<file path="config.mk">
export PLATFORM = sky130hd
export DESIGN_NAME = htif_responder
export DESIGN_NICKNAME = d
export VERILOG_FILES = /design/src/rtl/htif_responder.sv
export SDC_FILE = /design/constraint.sdc
export NUM_CORES = 1
export LEC_CHECK = 0
export BUFFER_PORTS_ARGS = -buffer_cell sky130_fd_sc_hd__buf_2
export CAP_MARGIN = 20
export CORE_ASPECT_RATIO = 1.1
export CORE_MARGIN = 2
export CORE_UTILIZATION = 30
export DETAILED_ROUTE_END_ITERATION = 10
export SLEW_MARGIN = 20
export SYNTH_ARGS = -nofsm -noshare
export SYNTH_HDL_FRONTEND = slang
export SYNTH_SLANG_ARGS = --single-unit
export TNS_END_PERCENT = 20
</file>
<file path="constraint.sdc">
create_clock -name clk -period 5 [get_ports clk]
set_input_delay 1 -clock clk [delete_from_list [all_inputs] [get_ports clk]]
set_output_delay 1 -clock clk [all_outputs]
set_load 0.01 [all_outputs]
</file>
<file path="src/rtl/htif_responder.sv">
// Host-target interface responder: TOHOST/FROMHOST/CONSOLE/STATUS register window with a console byte FIFO.
// Optional watchdog enabled by defining HTIF_TIMEOUT_EN.
module htif_responder #(
    parameter logic [31:0] BASE_ADDR      = 32'h0000_1000,
    parameter int          CON_DEPTH      = 8,
    parameter int          TIMEOUT_CYCLES = 5000
) (
    input  logic        clk,
    input  logic        rst,
    input  logic        req_valid,
    output logic        req_ready,
    input  logic        req_we,
    input  logic [31:0] req_addr,
    input  logic [31:0] req_wdata,
    input  logic [3:0]  req_wstrb,
    output logic        resp_valid,
    input  logic        resp_ready,
    output logic [31:0] resp_rdata,
    output logic        resp_err,
    output logic        con_valid,
    input  logic        con_ready,
    output logic [7:0]  con_data,
    output logic        done,
    output logic        pass,
    output logic [30:0] fail_test,
    output logic        timeout
);

    localparam int AW = (CON_DEPTH > 1) ? $clog2(CON_DEPTH) : 1;

    logic        ready_en;
    logic [31:0] offset;
    logic [1:0]  reg_sel;
    logic        req_err;
    logic        accept;
    logic [31:0] tohost;
    logic [31:0] fromhost;
    logic [31:0] tohost_next;
    logic [31:0] fromhost_next;
    logic        tohost_wr;
    logic        tohost_set;
    logic        wd_fire;
    logic        overflow;
    logic [31:0] status;
    logic [31:0] rdata_c;

    logic [7:0]    mem [CON_DEPTH];
    logic [AW-1:0] wr_ptr;
    logic [AW-1:0] rd_ptr;
    logic [AW:0]   level;
    logic          full;
    logic          push_req;
    logic          push;
    logic          pop;

    function automatic logic [31:0] merge_bytes(input logic [31:0] old_val,
                                                input logic [31:0] new_val,
                                                input logic [3:0]  strb);
        logic [31:0] res;
        res = old_val;
        for (int i = 0; i < 4; i++) begin
            if (strb[i]) res[8*i +: 8] = new_val[8*i +: 8];
        end
        return res;
    endfunction

    // Offset-based decode tolerates any BASE_ADDR, aligned or not.
    assign offset    = req_addr - BASE_ADDR;
    assign reg_sel   = offset[3:2];
    assign req_err   = (offset[31:4] != 28'd0) || (offset[1:0] != 2'd0) ||
                       (req_we && reg_sel == 2'd3);
    assign req_ready = ready_en && (!resp_valid || resp_ready);
    assign accept    = req_valid && req_ready;

    assign tohost_next   = merge_bytes(tohost, req_wdata, req_wstrb);
    assign fromhost_next = merge_bytes(fromhost, req_wdata, req_wstrb);
    assign tohost_wr     = accept && req_we && !req_err && reg_sel == 2'd0;
    assign tohost_set    = tohost_wr && !done && (tohost_next != 32'd0);

    assign full      = (level == (AW+1)'(CON_DEPTH));
    assign con_valid = (level != '0);
    assign con_data  = con_valid ? mem[rd_ptr] : 8'h00;
    assign pop       = con_valid && con_ready;
    assign push_req  = accept && req_we && !req_err && reg_sel == 2'd2 && req_wstrb[0];
    assign push      = push_req && (!full || pop);

    assign status = {16'h0000, 8'(level), 4'h0, overflow, timeout, pass, done};

    always_comb begin
        rdata_c = 32'd0;
        if (!req_err && !req_we) begin
            case (reg_sel)
                2'd0:    rdata_c = tohost;
                2'd1:    rdata_c = fromhost;
                2'd3:    rdata_c = status;
                default: rdata_c = 32'd0;
            endcase
        end
    end

    // Ready is held low through reset and comes up on the first edge after release.
    always_ff @(posedge clk or negedge rst) begin
        if (!rst) begin
            ready_en   <= 1'b0;
            resp_valid <= 1'b0;
            resp_rdata <= 32'd0;
            resp_err   <= 1'b0;
        end else begin
            ready_en <= 1'b1;
            if (accept) begin
                resp_valid <= 1'b1;
                resp_rdata <= rdata_c;
                resp_err   <= req_err;
            end else if (resp_ready) begin
                resp_valid <= 1'b0;
            end
        end
    end

    always_ff @(posedge clk or negedge rst) begin
        if (!rst) begin
            tohost   <= 32'd0;
            fromhost <= 32'd0;
        end else if (accept && req_we && !req_err) begin
            if (reg_sel == 2'd0) tohost   <= tohost_next;
            if (reg_sel == 2'd1) fromhost <= fromhost_next;
        end
    end

    // Test status is sticky; a TOHOST verdict beats a watchdog expiry in the same cycle.
    always_ff @(posedge clk or negedge rst) begin
        if (!rst) begin
            done      <= 1'b0;
            pass      <= 1'b0;
            fail_test <= 31'd0;
        end else if (tohost_set) begin
            done      <= 1'b1;
            pass      <= (tohost_next == 32'd1);
            fail_test <= (tohost_next == 32'd1) ? 31'd0 : tohost_next[31:1];
        end else if (wd_fire) begin
            done <= 1'b1;
            pass <= 1'b0;
        end
    end

`ifdef HTIF_TIMEOUT_EN
    logic [31:0] wd_cnt;

    assign wd_fire = !done && (wd_cnt == 32'(TIMEOUT_CYCLES - 1));

    always_ff @(posedge clk or negedge rst) begin
        if (!rst) begin
            wd_cnt  <= 32'd0;
            timeout <= 1'b0;
        end else if (!done) begin
            if (wd_fire) begin
                timeout <= !tohost_set;
            end else begin
                wd_cnt <= wd_cnt + 32'd1;
            end
        end
    end
`else
    assign wd_fire = 1'b0;
    assign timeout = 1'b0;
`endif

    always_ff @(posedge clk or negedge rst) begin
        if (!rst) begin
            wr_ptr   <= '0;
            rd_ptr   <= '0;
            level    <= '0;
            overflow <= 1'b0;
        end else begin
            if (push) wr_ptr <= wr_ptr + 1'b1;
            if (pop)  rd_ptr <= rd_ptr + 1'b1;
            if (push && !pop)      level <= level + 1'b1;
            else if (pop && !push) level <= level - 1'b1;
            if (push_req && full && !pop) overflow <= 1'b1;
        end
    end

    always_ff @(posedge clk) begin
        if (push) mem[wr_ptr] <= req_wdata[7:0];
    end

endmodule
</file>
Yosys cells after proc, flatten, opt, wreduce, memory -nomap -nowiden
Memory sizes are Yosys's and may differ from the RTL's.
Index checks and enable logic that the tools add are counted.
{"block": "op_classes", "bitwise": 0, "n_addsub": 5, "n_mul": 0, "shifts": 0, "n_eq_ne": 5, "order_cmp": 0, "n_mux": 14, "n_div": 0, "reduce_logical": 40}
{"op": "32-bit case mux with 3 select lines", "count": 1}
{"op": "8-bit 2-to-1 mux", "count": 5}
{"op": "32-bit by 1-bit equality test with 1-bit output, second input constant", "count": 1}
{"op": "32-bit 2-to-1 mux", "count": 1}
{"op": "32-bit nonzero test", "count": 1}
{"op": "32-bit by 13-bit subtractor with 32-bit output, second input constant", "count": 1}
{"op": "31-bit 2-to-1 mux", "count": 1}
{"op": "28-bit nonzero test", "count": 1}
{"op": "1-bit logical AND", "count": 17}
{"op": "3-bit AND reduction", "count": 4}
{"op": "4-bit 2-to-1 mux", "count": 2}
{"op": "1-bit zero test", "count": 7}
{"op": "3-bit by 1-bit adder with 3-bit output, second input constant", "count": 2}
{"op": "2-bit nonzero test", "count": 3}
{"op": "4-bit by 1-bit adder with 4-bit output, second input constant", "count": 1}
{"op": "2-bit equality test, second input constant", "count": 2}
{"op": "4-bit equality test, second input constant", "count": 1}
{"op": "1-bit logical OR", "count": 4}
{"op": "1-bit 2-to-1 mux", "count": 4}
{"op": "4-bit nonzero test", "count": 1}
{"op": "4-bit by 1-bit subtractor with 4-bit output, second input constant", "count": 1}
{"op": "2-bit by 1-bit equality test with 1-bit output, second input constant", "count": 1}
{"op": "2-bit zero test", "count": 1}
{"op": "2-bit AND reduction", "count": 1}
{"block": "totals", "romBits": 0, "ff_bits": 143, "mem_count": 1, "latchBits": 0, "mem_bits_rw": 64, "out_inout_bits": 78, "inputBits": 74, "wordCells": 81}
{"memory": "mem", "words": 8, "width": 8, "rd": 1, "rd_ports_with_merged_regs": 0, "write_ports": 1, "line_no": "47", "rtl": "logic [7:0] mem [CON_DEPTH];"}

Longest topological paths before layout
Gate-level depths: netlist of the first run.
{"block": "depth", "ltp_word": 13, "depth_mapped": 14, "ltp_nobuf": 12}

Least setup slack after synthesis of the first run
No wires, ideal clock.
{"block": "synth_path", "kind": "input -> register", "startpoint": "in req_addr[18]", "endpoint": "reg level[3]", "setup_ps": 125, "n_path_buf": 1, "path_slack_ps": 1549, "arrival_ps": 3326, "stages": 13, "t_required_ps": 4875, "path_cell_list": "nor4_1 nand4_1 nor4_1 and2_1 clkbuf_1 ha_1 inv_1 ha_1 a21o_1 a21oi_1 xnor2_1 nor2_1 xor2_1"}
{"block": "synth_between", "elab_chain_cells": 12, "word_cells_on_any_way": 14}
{"item": "start, declared", "line_no": "13", "rtl": "input logic [31:0] req_addr,"}
{"item": "32-bit by 13-bit subtractor with 32-bit output (*)", "line_no": "68", "rtl": "assign offset = req_addr - BASE_ADDR;"}
{"item": "28-bit nonzero test (*)", "line_no": "70", "rtl": "assign req_err = (offset[31:4] != 28'd0) || (offset[1:0] != 2'd0) ||"}
{"item": "1-bit logical OR (*) (2 in series)", "line_no": "70"}
{"item": "1-bit zero test (*)", "line_no": "84", "rtl": "assign push_req = accept && req_we && !req_err && reg_sel == 2'd2 && req_wstrb[0];"}
{"item": "1-bit logical AND (*) (3 in series)", "line_no": "84"}
{"item": "1-bit logical AND (*)", "line_no": "85", "rtl": "assign push = push_req && (!full || pop);"}
{"item": "net push", "line_no": "53", "rtl": "logic push;"}
{"item": "1-bit zero test", "line_no": "178", "rtl": "else if (pop && !push) level <= level - 1'b1;"}
{"item": "1-bit logical AND", "line_no": "178"}
{"item": "2-bit nonzero test (no line)"}
{"item": "end signal, assigned", "line_no": "177", "rtl": "if (push && !pop) level <= level + 1'b1;"}
{"item": "end signal, assigned", "line_no": "178"}
{"item": "end, declared", "line_no": "50", "rtl": "logic [AW:0] level;"}
The timed path passes the listed nets; every way through them passes the cells marked *.
A chain may end at the register's enable or synchronous reset.

Final worst setup path of the first run
{"block": "layout_path", "startpoint": "in req_wstrb[0]", "endpoint": "reg fail_test[21]"}
{"block": "layout_between", "elab_chain_cells": 3, "word_cells_on_any_way": 5}
{"item": "start, declared", "line_no": "15", "rtl": "input logic [3:0] req_wstrb,"}
{"item": "8-bit 2-to-1 mux (*)", "line_no": "62", "rtl": "if (strb[i]) res[8*i +: 8] = new_val[8*i +: 8];"}
{"item": "32-bit by 1-bit equality test with 1-bit output / 32-bit nonzero test (equally long branches)", "line_no": "139, 78"}
{"item": "31-bit 2-to-1 mux / 1-bit logical AND (equally long branches)", "line_no": "139, 78"}
{"item": "end signal, assigned", "line_no": "139", "rtl": "fail_test <= (tohost_next == 32'd1) ? 31'd0 : tohost_next[31:1];"}
{"item": "end, declared", "line_no": "25", "rtl": "output logic [30:0] fail_test,"}
Mark *: on every way between the ends. The rest lies on a longest branch, timed or not.

==> results of run 1 <==
[worst min-delay path by stage]
stage | start | to | slack [ns] | cells after the start
6_report | resp_rdata[12]$_DFFE_PN0P_ | resp_rdata[12]$_DFFE_PN0P_ | 0.47 | 2
5_1_grt | fail_test[0]$_DFFE_PN0P_ | fail_test[0]$_DFFE_PN0P_ | 0.49 | 1
2_1_floorplan | overflow$_DFFE_PN0P_ | overflow$_DFFE_PN0P_ | 0.43 | 1
3_3_place_gp | resp_rdata[9]$_DFFE_PN0P_ | resp_rdata[9]$_DFFE_PN0P_ | 0.46 | 2
4_1_cts | resp_rdata[11]$_DFFE_PN0P_ | resp_rdata[11]$_DFFE_PN0P_ | 0.48 | 2
3_5_place_dp | resp_rdata[11]$_DFFE_PN0P_ | resp_rdata[11]$_DFFE_PN0P_ | 0.47 | 2
[final cells by class]
class                           instances  area (sq um)  share of cell area (%)
Clock buffer                           32         691.9                   6.268
Clock inverter                         12         117.6                   1.065
Multi-Input combinational cell        394          3427                   31.04
Sequential cell                       207          5502                   49.84
Timing Repair Buffer                  157         822.0                   7.446
Tap cell                              374         467.9                   4.239
Inverter                                3         11.26                  0.1020
[power breakdown]
group          internal [W]  switching (W)  total [W]
Combinational     0.0000531      0.0000940   0.000147
Clock               0.00107       0.000683    0.00176
Sequential          0.00175     0.00000111    0.00175
[state kept, by name, summed over array words and instances (netlist names)]
name and flops:
mem 64, fromhost 32, resp_rdata 32, tohost 32, fail_test 31, level 4, rd_ptr 3, wr_ptr 3
done 1, overflow 1, pass 1, ready_en 1, resp_err 1, resp_valid 1
[metal layers]
layer,share of wire [%],wire (microns)
met5,0.19,41
met4,1.6,350
met3,5.8,1227
met2,49,10400
met1,44,9258
[kinds of logic after synthesis]
| logic type | Yosys count | synth area share (%) |
|---|---|---|
| flip-flops | 207 | 60.65 |
| multiplexers | 186 | 24.78 |
| AND/OR/NAND/NOR | 138 | 7.975 |
| AO/OA/AOI/OAI | 53 | 3.104 |
| buffers and inverters | 31 | 1.628 |
| XOR/XNOR | 9 | 0.8693 |
| adder cells (fa/ha/maj) | 6 | 0.9106 |
| other | 2 | 0.08281 |
[synth_stat cells, types with 3 or more instances]
cell type	n	area share [%]
nor3_1	9	0.50
or4_1	6	0.50
xnor2_1	6	0.58
xor2_1	3	0.29
nor2_1	28	1.2
mux2_4	6	0.99
and2_1	3	0.21
o21ai_0	34	1.9
clkbuf_1	15	0.62
mux4_2	16	4.0
nand2_1	48	2.0
mux2_1	31	3.8
o22ai_1	4	0.28
or3_1	3	0.21
nand3_1	6	0.33
mux2i_1	40	4.4
inv_1	3	0.12
nor4_1	13	0.90
buf_6	3	0.37
a21oi_1	9	0.50
edfxtp_1	64	21
dfrtp_1	143	39
ha_1	5	0.69
nand2b_1	6	0.41
buf_1	5	0.21
nand2_4	4	0.50
buf_2	4	0.22
mux2_2	93	12
[worst max-delay path, stage by stage]
cell and delay (ns):
buf_2 0.29, nor3b_1 0.37, o22ai_1 0.14, or4_1 0.54, nor4_1 0.35, or3_1 0.49
buf_12 0.26, mux2_1 0.34
[stage by stage]
stage | cell area, sq um | total power, W | std cells | hold WS, ns | util, %
after floorplan | 9069 | 0.001842 | 632 | 0.4281 | -
after global placement | 10230 | 0.001933 | 1135 | 0.4616 | 34.50
after detailed placement | 10230 | 0.001934 | 1135 | 0.4690 | 34.50
after CTS | 11040 | 0.003712 | 1179 | 0.4823 | 37.23
after global routing | 11040 | 0.003798 | 1179 | 0.4914 | 37.24
final | 11040 | 0.003655 | 1179 | 0.4740 | 37.24
==> metrics.md, run 1 <==
| Metric | Value |
|---|---|
| Syn-to-layout area delta | 21.73% |
| Post-synth ARST share | 69.08% |
| Worst hold path class | reg -> reg |
| Die X | 169.8 microns |
| Initial DRC count | 316 |
| Period utilization | 68.25% |
| I/O pins | 152 |
| Synth warn | 0 |
| Clock Skew | 0.009321 ns |
| Reg2reg setup slack | 2.05 ns |
| Worst Path Max Fanout | 23 |
| Setup TNS | 0 ns |
| GR Util met3 | 3.139% |
| Top Usage Layer GRT | met2 |
| Hold_buf cts | 0 |
| CTS sink count | 207 |
| Most frequent cells in the layout | 149 x buf_2, 142 x dfrtp_1, 93 x mux2_2 |
| CTS Root Cell | clkbuf_16 |
| Min Tclk post-route | 3.413 ns |
| Share of post-route cells with drive strength above 1 | 40.12% |
| Initial antenna violation count | 3 |
| Yosys reg bits | 207 |
| Post-synthesis cell count | 632 |
| Htree depth | 1 |
| Max_cap viols | 0 |
| Reg2reg end | fail_test[21]$_DFFE_PN0P_ |
| Vias | 5611 |
| Die Span Y | 186.4 microns |
| Mapped Nets | 712 |
| Number of flops mapped to enable cells by yosys | 64 |
| Inserted Clock Buffers | 24 |
| Critical path class | in -> reg |
| Starting Density | 30.59% |
| Clock Tree Buf Depth | 3 |
| First-pass GRT wire length | 33720 microns |
| WL/cell | 18.04 microns |
| Clk pin slew, worst setup/hold paths | 0.06 ns |
| Leak | 5.159 nW |
| Number of setup buffers added after CTS | 0 |
| Synth Cell Area | 9069 sq um |
| Core ar. | 29650 sq um |
| Worst r2r src | tohost[2]$_DFFE_PN0P_ |
| Syn avg cell area | 14.35 sq um |
| WP data arrival | 3.80 ns |
| Post-cts repair resize count | 0 |
| Sequential fraction of the synthesis area | 60.65% |
| Filler cells | 2823 |
| Critical Path End | fail_test[21]$_DFFE_PN0P_ |
| Crit path launch type | input pin |
| Max Freq | 293.0 MHz |
| Vias per inst | 4.759 |
| Slew headroom | 34.73% |
| Hpwl dp | 15020 microns |
| GR Layer Usage met2 | 22.56% |
| RD Place Congestion | 0.7403 |
| Max IR drop VDD | 0.2175 mV |
| RSZ-0062 raised after global routing | false |
| ANT nets after route | 0 |
| Final Slew Violations | 0 |
| Commonest non-fill, non-tap cell in the layout | buf_2 |
| Synth cell types | 44 |
| Final #Nets | 867 |
| Min setup slack post-route | 1.587 ns |
| Vias in the first global route | 5857 |
| Initial DRT Pass Iterations | 4 |
| Worst Path Required | 5.39 ns |
| Nature of the critical path endpoint | flop |
| Worst Reg2Reg Path Length in Cells | 7 |
| CP Launch Point | req_wstrb[0] |
| Remaining DRCs | 0 |
| Die Footprint | 31640 sq um |
| Status | finished clean |
| Gr usage total | 13.56% |
| M1 GR Usage | 18.11% |
| Worst-Margin Slew | 0.9717 ns |
| Pre-CTS WS | 0.9920 ns |
| Ant diodes | 0 |
| Number of port buffers | 150 |
| Grt total ovfl | 0 |
| CTS tree | done |
| Final Setup Violations | 0 |
| Row cnt | 66 |
| Clk_lat worst skew | 0.51 ns |
| WL final | 21270 microns |
| Main synth FF type | dfrtp_1 |
| Hold Vio Cnt, Final | 0 |
| Pwr/cell area | 331.1 nW/um^2 |
| Largest net degree at the start of global routing | 99 |
(Power assumes the default switching activity.)
==> run 2: changes to the inputs <==
- clock period: 5 -> 2.9 ns (I/O delays scaled with it)
==> metrics.md, run 2 (synthesis gave the netlist of run 1 again) <==
| Metric | Value |
|---|---|
| Fin cells | 1225 (+3.9%) |
| WP data arrival | 2.10 ns (-1.70 ns) |
| Worst path slowest cell | dfrtp_1 |
| Htree depth | 1 (unchanged) |
| Min setup slack post-route | 0.2176 ns (-1.370 ns) |
| Critical path's top delay family | flip-flops |
| Top Usage Layer GRT | met2 |
| Top reg by flops | mem |
| Starting Density | 30.59% (unchanged) |
| WHS | 0.02326 ns (-0.4507 ns) |
| Crit-path cells | mux4_2 -> mux2i_1 -> nor2_1 -> buf_2 |
| Clock Tree Buf Depth | 3 (unchanged) |
| Most frequent cells in the layout | 149 x buf_2, 143 x dfrtp_1, 93 x mux2_2 |
| Max_cap viols | 0 (unchanged) |
| Final #Nets | 915 (+5.5%) |
| RSZ-0062 raised after global routing | false |
| Syn-to-layout area delta | 25.77% |
| Nature of the critical path endpoint | output port |
| Status | finished clean |
| Placed cell count | 1184 (+4.3%) |
| Initial DRT Pass Iterations | 4 (unchanged) |
| Max Freq | 372.8 MHz |
| Hpwl dp | 15840 microns (+5.4%) |
| Number of setup buffers added after CTS | 0 (unchanged) |
| WL/cell | 17.80 microns (-1.3%) |
| Clk pin slew, worst setup/hold paths | 0.06 ns (about the same) |
| Critical Path Max Stage Delay | 0.85 ns (+0.31 ns) |
| Filler cells | 2830 (+0.25%) |
| Final Slew Violations | 0 (unchanged) |
| Largest net degree at the start of global routing | 65 (-34%) |
| Period utilization | 92.50% |
| Die Span Y | 186.4 microns (unchanged) |
| Hold_buf cts | 0 (unchanged) |
| FF+latch area | 5500 sq um (about the same) |
| Inserted Clock Buffers | 23 (-4.2%) |
| Gr usage total | 13.91% (+0.34 points) |
| Core ar. | 29650 sq um (unchanged) |
| First-pass GRT wire length | 34360 microns (+1.9%) |
| Initial DRC count | 282 (-11%) |
| Commonest non-fill, non-tap cell in the layout | buf_2 |
| Die Footprint | 31640 sq um (unchanged) |
| GR Layer Usage met2 | 23.08% (+0.52 points) |
| CTS sink count | 207 (unchanged) |
| Max IR drop VDD | 0.3892 mV (+79%) |
| M1 GR Usage | 18.54% (+0.43 points) |
| Post-cts repair resize count | 0 (unchanged) |
| Vias in the first global route | 5987 (+2.2%) |
| Max reg flops | 64 (unchanged) |
| Share of post-route cells with drive strength above 1 | 43.13% (+3.0 points) |
| Pwr/cell area | 548.0 nW/um^2 (+65%) |
| Slew headroom | 47.99% (+13 points) |
| Pwr Total | 0.006250 W (+71%) |
| ANT nets after route | 0 (unchanged) |
| Grt total ovfl | 0 (unchanged) |
| Remaining DRCs | 0 (unchanged) |
| Hold Vio Cnt, Final | 0 (unchanged) |
| Row cnt | 66 (unchanged) |
| Final Setup Violations | 0 (unchanged) |
| Worst Path Required | 2.32 ns (-3.07 ns) |
| Worst-Margin Slew | 0.7801 ns (-0.1915 ns) |
| Worst Path Max Fanout | 18 (-22%) |
| Critical path class | reg -> out |
| I/O pins | 152 (unchanged) |
| Area of the multi-input gates | 3438 sq um (+0.33%) |
| RD Place Congestion | 0.7763 (+4.9%) |
| Clk_lat worst skew | 0.52 ns (about the same) |
| Number of port buffers | 150 (unchanged) |
| Initial antenna violation count | 1 (-2) |
| CTS tree | done |
| Bufs and invs on worst path | 1 (-1) |
| Die X | 169.8 microns (unchanged) |
| GR Util met3 | 3.097% (-0.042 points) |
| Vias per inst | 4.742 (-0.36%) |
| Clock Skew | 0.02529 ns (+0.01597 ns) |
| Vias | 5809 (+3.5%) |
| Crit path launch type | flop |
| Ant diodes | 0 (unchanged) |
| Pre-CTS WS | -0.2198 ns (-1.212 ns) |
| Min Tclk post-route | 2.682 ns |
| Reg2reg setup slack | 0.24 ns (-1.81 ns) |
| Worst hold path class | in -> async |
| CTS Root Cell | clkbuf_16 |
| WL final | 21810 microns (+2.5%) |
| Leak | 5.372 nW (+4.1%) |
## run 2: changes by cell type in the layout (fill, tap and decap cells not counted), moves of 2 or more
cell	previous run	this run
clkbuf_8	4	2
clkinvlp_2	0	2
clkbuf_1	3	5
buf_4	6	52
nor4_1	13	11
clkbuf_16	25	23
nor4_2	1	3
clkinv_4	2	0
clkinvlp_4	1	3
clkinv_2	5	0
buf_12	1	4
## run 2: report_power, final
group,internal (W),total [W],switching (W)
registers,0.00302,0.00302,0.00000205
clock network,0.00178,0.00294,0.00116
logic,0.000122,0.000294,0.000173
total,0.00491,0.00625,0.00134
## run 2: cell type report
class,instances,area share (%)
clock inverter,11,1.218
sequential,207,48.22
clock buffer,30,5.452
inverter,3,0.09873
tap,374,4.103
multi-input combinational,394,30.14
timing repair buffer,206,10.76
## run 2: layer usage
| metal | part of all wire, % | wire length, microns | vias up |
|---|---|---|---|
| met2 | 48 | 10480 | 129 |
| met4 | 1.8 | 395 | 2 |
| met1 | 45 | 9786 | 2900 |
| met3 | 5.2 | 1136 | 33 |
| met5 | 0.032 | 7 | - |
| li1 | - | - | 2745 |
## run 2: per-stage QoR
stage	utilization, %	setup TNS (ns)	area (sq um)
after floorplan	-	0	9082
after global placement	35.91	-7.344	10650
after detailed placement	35.91	-7.537	10650
after CTS	38.47	0	11410
after global routing	38.47	0	11410
final	38.47	0	11410
## run 2: path summary, 6_finish.rpt
path,startpoint,to,cells past startpoint
max,rd_ptr[1]$_DFFE_PN0P_,con_data[5],4
min,rst,tohost[12]$_DFFE_PN0P_,1
max reg2reg,tohost[2]$_DFFE_PN0P_,fail_test[20]$_DFFE_PN0P_,7
min reg2reg,overflow$_DFFE_PN0P_,overflow$_DFFE_PN0P_,1
max in group asynchronous,rst,tohost[31]$_DFFE_PN0P_,2
min in group clk,req_wdata[15],tohost[15]$_DFFE_PN0P_,2
## run 2: worst register-to-register path, cell delays in order, from the launching register on
cell and delay [ns]:
dfrtp_1 0.40, nor3_1 0.32, o22ai_1 0.11, or4_1 0.53, nor4_1 0.37, or3_1 0.23, buf_12 0.20, mux2_1 0.35
==> run 3: changes to the inputs <==
- CORE_UTILIZATION: 30 -> 51
- PLACE_DENSITY: unset -> 0.76
==> metrics.md, run 3 (synthesis gave the netlist of run 1 again) <==
| Metric | Value |
|---|---|
| Status | finished clean |
| ANT nets after route | 0 (unchanged) |
| Layout Utilization | 63.47% (+25 points) |
| Clk_lat worst skew | 0.51 ns (about the same) |
| Clk pin slew, worst setup/hold paths | 0.06 ns (about the same) |
| Worst hold path class | in -> async |
| Pre-CTS WS | -0.1506 ns (+0.06922 ns) |
| Leak | 5.336 nW (-0.68%) |
| Worst Path Max Fanout | 22 (+4) |
| Clock Tree Buf Depth | 3 (unchanged) |
| CTS sink count | 207 (unchanged) |
| Die X | 131.1 microns (-23%) |
| Max_cap viols | 0 (unchanged) |
| Worst path slowest cell | or4_1 |
| Worst Path Required | 3.27 ns (+0.95 ns) |
| Commonest non-fill, non-tap cell in the layout | buf_2 |
| Final Slew Violations | 0 (unchanged) |
| Top reg by flops | mem |
| Crit path launch type | flop |
| Starting Density | 51.68% (+21 points) |
| Nature of the critical path endpoint | flop |
| Vias in the first global route | 6439 (+7.5%) |
| I/O pins | 152 (unchanged) |
| Vias per inst | 5.537 (+17%) |
| Max Freq | 364.6 MHz (-2.2%) |
| Die Span Y | 143.9 microns (-23%) |
| First-pass GRT wire length | 34040 microns (-0.91%) |
| Post-Route M1 WL | 8434 microns (-14%) |
| Critical path's top delay family | simple AND/OR/NAND/NOR gates |
| DR WL met2 | 11290 microns (+7.7%) |
| Hold Vio Cnt, Final | 0 (unchanged) |
| Grt total ovfl | 0 (unchanged) |
| Critical Path Max Stage Delay | 0.56 ns (-0.29 ns) |
| Crit-path cells | nor3_1 -> buf_4 -> o22ai_1 -> or4_1 -> nor4_2 -> or3_1 -> buf_12 -> mux2_1 |
| Initial DRT Pass Iterations | 5 (+1) |
| Row cnt | 51 (-23%) |
| Most frequent cells in the layout | 149 x buf_2, 143 x dfrtp_1, 93 x mux2_2 |
| Initial DRC count | 304 (+7.8%) |
| Max reg flops | 64 (unchanged) |
| Bufs and invs on worst path | 2 (+1) |
| Syn-to-layout area delta | 22.82% |
| Routed met3 length | 1043 microns (-8.2%) |
| CTS tree | done |
| Vias | 5974 (+2.8%) |
| Core ar. | 17550 sq um (-41%) |
| Max IR drop VDD | 0.3721 mV (-4.4%) |
| Gr usage total | 22.90% (+9.0 points) |
| Min Tclk post-route | 2.743 ns (+0.06061 ns) |
| Die Footprint | 18870 sq um (-40%) |
| Ant diodes | 0 (unchanged) |
| CTS Root Cell | clkbuf_16 |
| RSZ-0062 raised after global routing | false |
| RD Place Congestion | 0.8745 (+13%) |
| Final Setup Violations | 0 (unchanged) |
| Hpwl dp | 15440 microns (-2.5%) |
| Number of port buffers | 150 (unchanged) |
| Top Metal Used | met4 |
| Htree depth | 1 (unchanged) |
| Share of post-route cells with drive strength above 1 | 43.04% (-0.082 points) |
| WL/cell | 19.77 microns (+11%) |
| Inserted Clock Buffers | 22 (-4.3%) |
| Remaining DRCs | 0 (unchanged) |
| Worst-Margin Slew | 0.7435 ns (-0.03662 ns) |
| Largest net degree at the start of global routing | 75 (+15%) |
| Clock Skew | 0.02019 ns (-0.005099 ns) |
| Slew headroom | 50.43% (+2.4 points) |
| Initial antenna violation count | 0 (-1) |
| Period utilization | 94.59% (+2.1 points) |
| WP data arrival | 3.12 ns (+1.02 ns) |
| WL final | 21330 microns (-2.2%) |
| Min setup slack post-route | 0.1570 ns (-0.06061 ns) |
| Final #Nets | 906 (-0.98%) |
| Pwr/cell area | 542.4 nW/um^2 (-1.0%) |
| Critical path class | reg -> reg |
-- run 3: path summary, 6_finish.rpt --
kind	from	end	slack (ns)	cells after the start
worst max-delay path	tohost[17]$_DFFE_PN0P_	fail_test[25]$_DFFE_PN0P_	0.16	8
worst min-delay path	rst	fail_test[21]$_DFFE_PN0P_	0.1	1
worst max register to register	tohost[17]$_DFFE_PN0P_	fail_test[25]$_DFFE_PN0P_	0.16	8
worst min register to register	overflow$_DFFE_PN0P_	overflow$_DFFE_PN0P_	0.47	1
max in group asynchronous	rst	resp_rdata[15]$_DFFE_PN0P_	2.08	2
min in group clk	req_wdata[10]	fromhost[10]$_DFFE_PN0P_	0.34	2
-- run 3: routing by layer --
metal	global-route usage, %	vias up
met5	0	-
met1	27.15	3049
met3	3.880	36
met4	7.437	0
li1	-	2725
met2	42.74	164
-- run 3: repair_timing --
item | CTS | global route
endpoints found under the setup margin | 0 | 29
setup buffers | 0 | 0
gates resized for setup | 0 | 1
hold buffers | 0 | 0
-- run 3: layout make-up --
class	count	area, sq um
Inverter	3	11.26
Clock buffer	29	628.1
Fill cell	1293	6410
Timing Repair Buffer	198	1167
Sequential cell	207	5500
Clock inverter	10	88.84
Tap cell	238	297.8
Multi-Input combinational cell	394	3445
-- run 3: through the flow --
step           hold WS (ns)  power [W]  instances  cell area [sq um]  setup TNS (ns)
5_1_grt              0.1449   0.006241       1079              11140               0
2_1_floorplan        0.2844   0.003177        632               9082               0
4_1_cts              0.1143   0.006081       1079              11130               0
3_3_place_gp         0.4519   0.003349       1040              10420          -4.130
3_5_place_dp         0.4522   0.003359       1040              10420          -6.137
6_report            0.09682   0.006041       1079              11140               0
-- run 3: power breakdown --
group	internal, W	switching, W
combinational	0.000114	0.000169
sequential	0.00302	0.00000206
clock	0.00162	0.00112
total	0.00475	0.00129
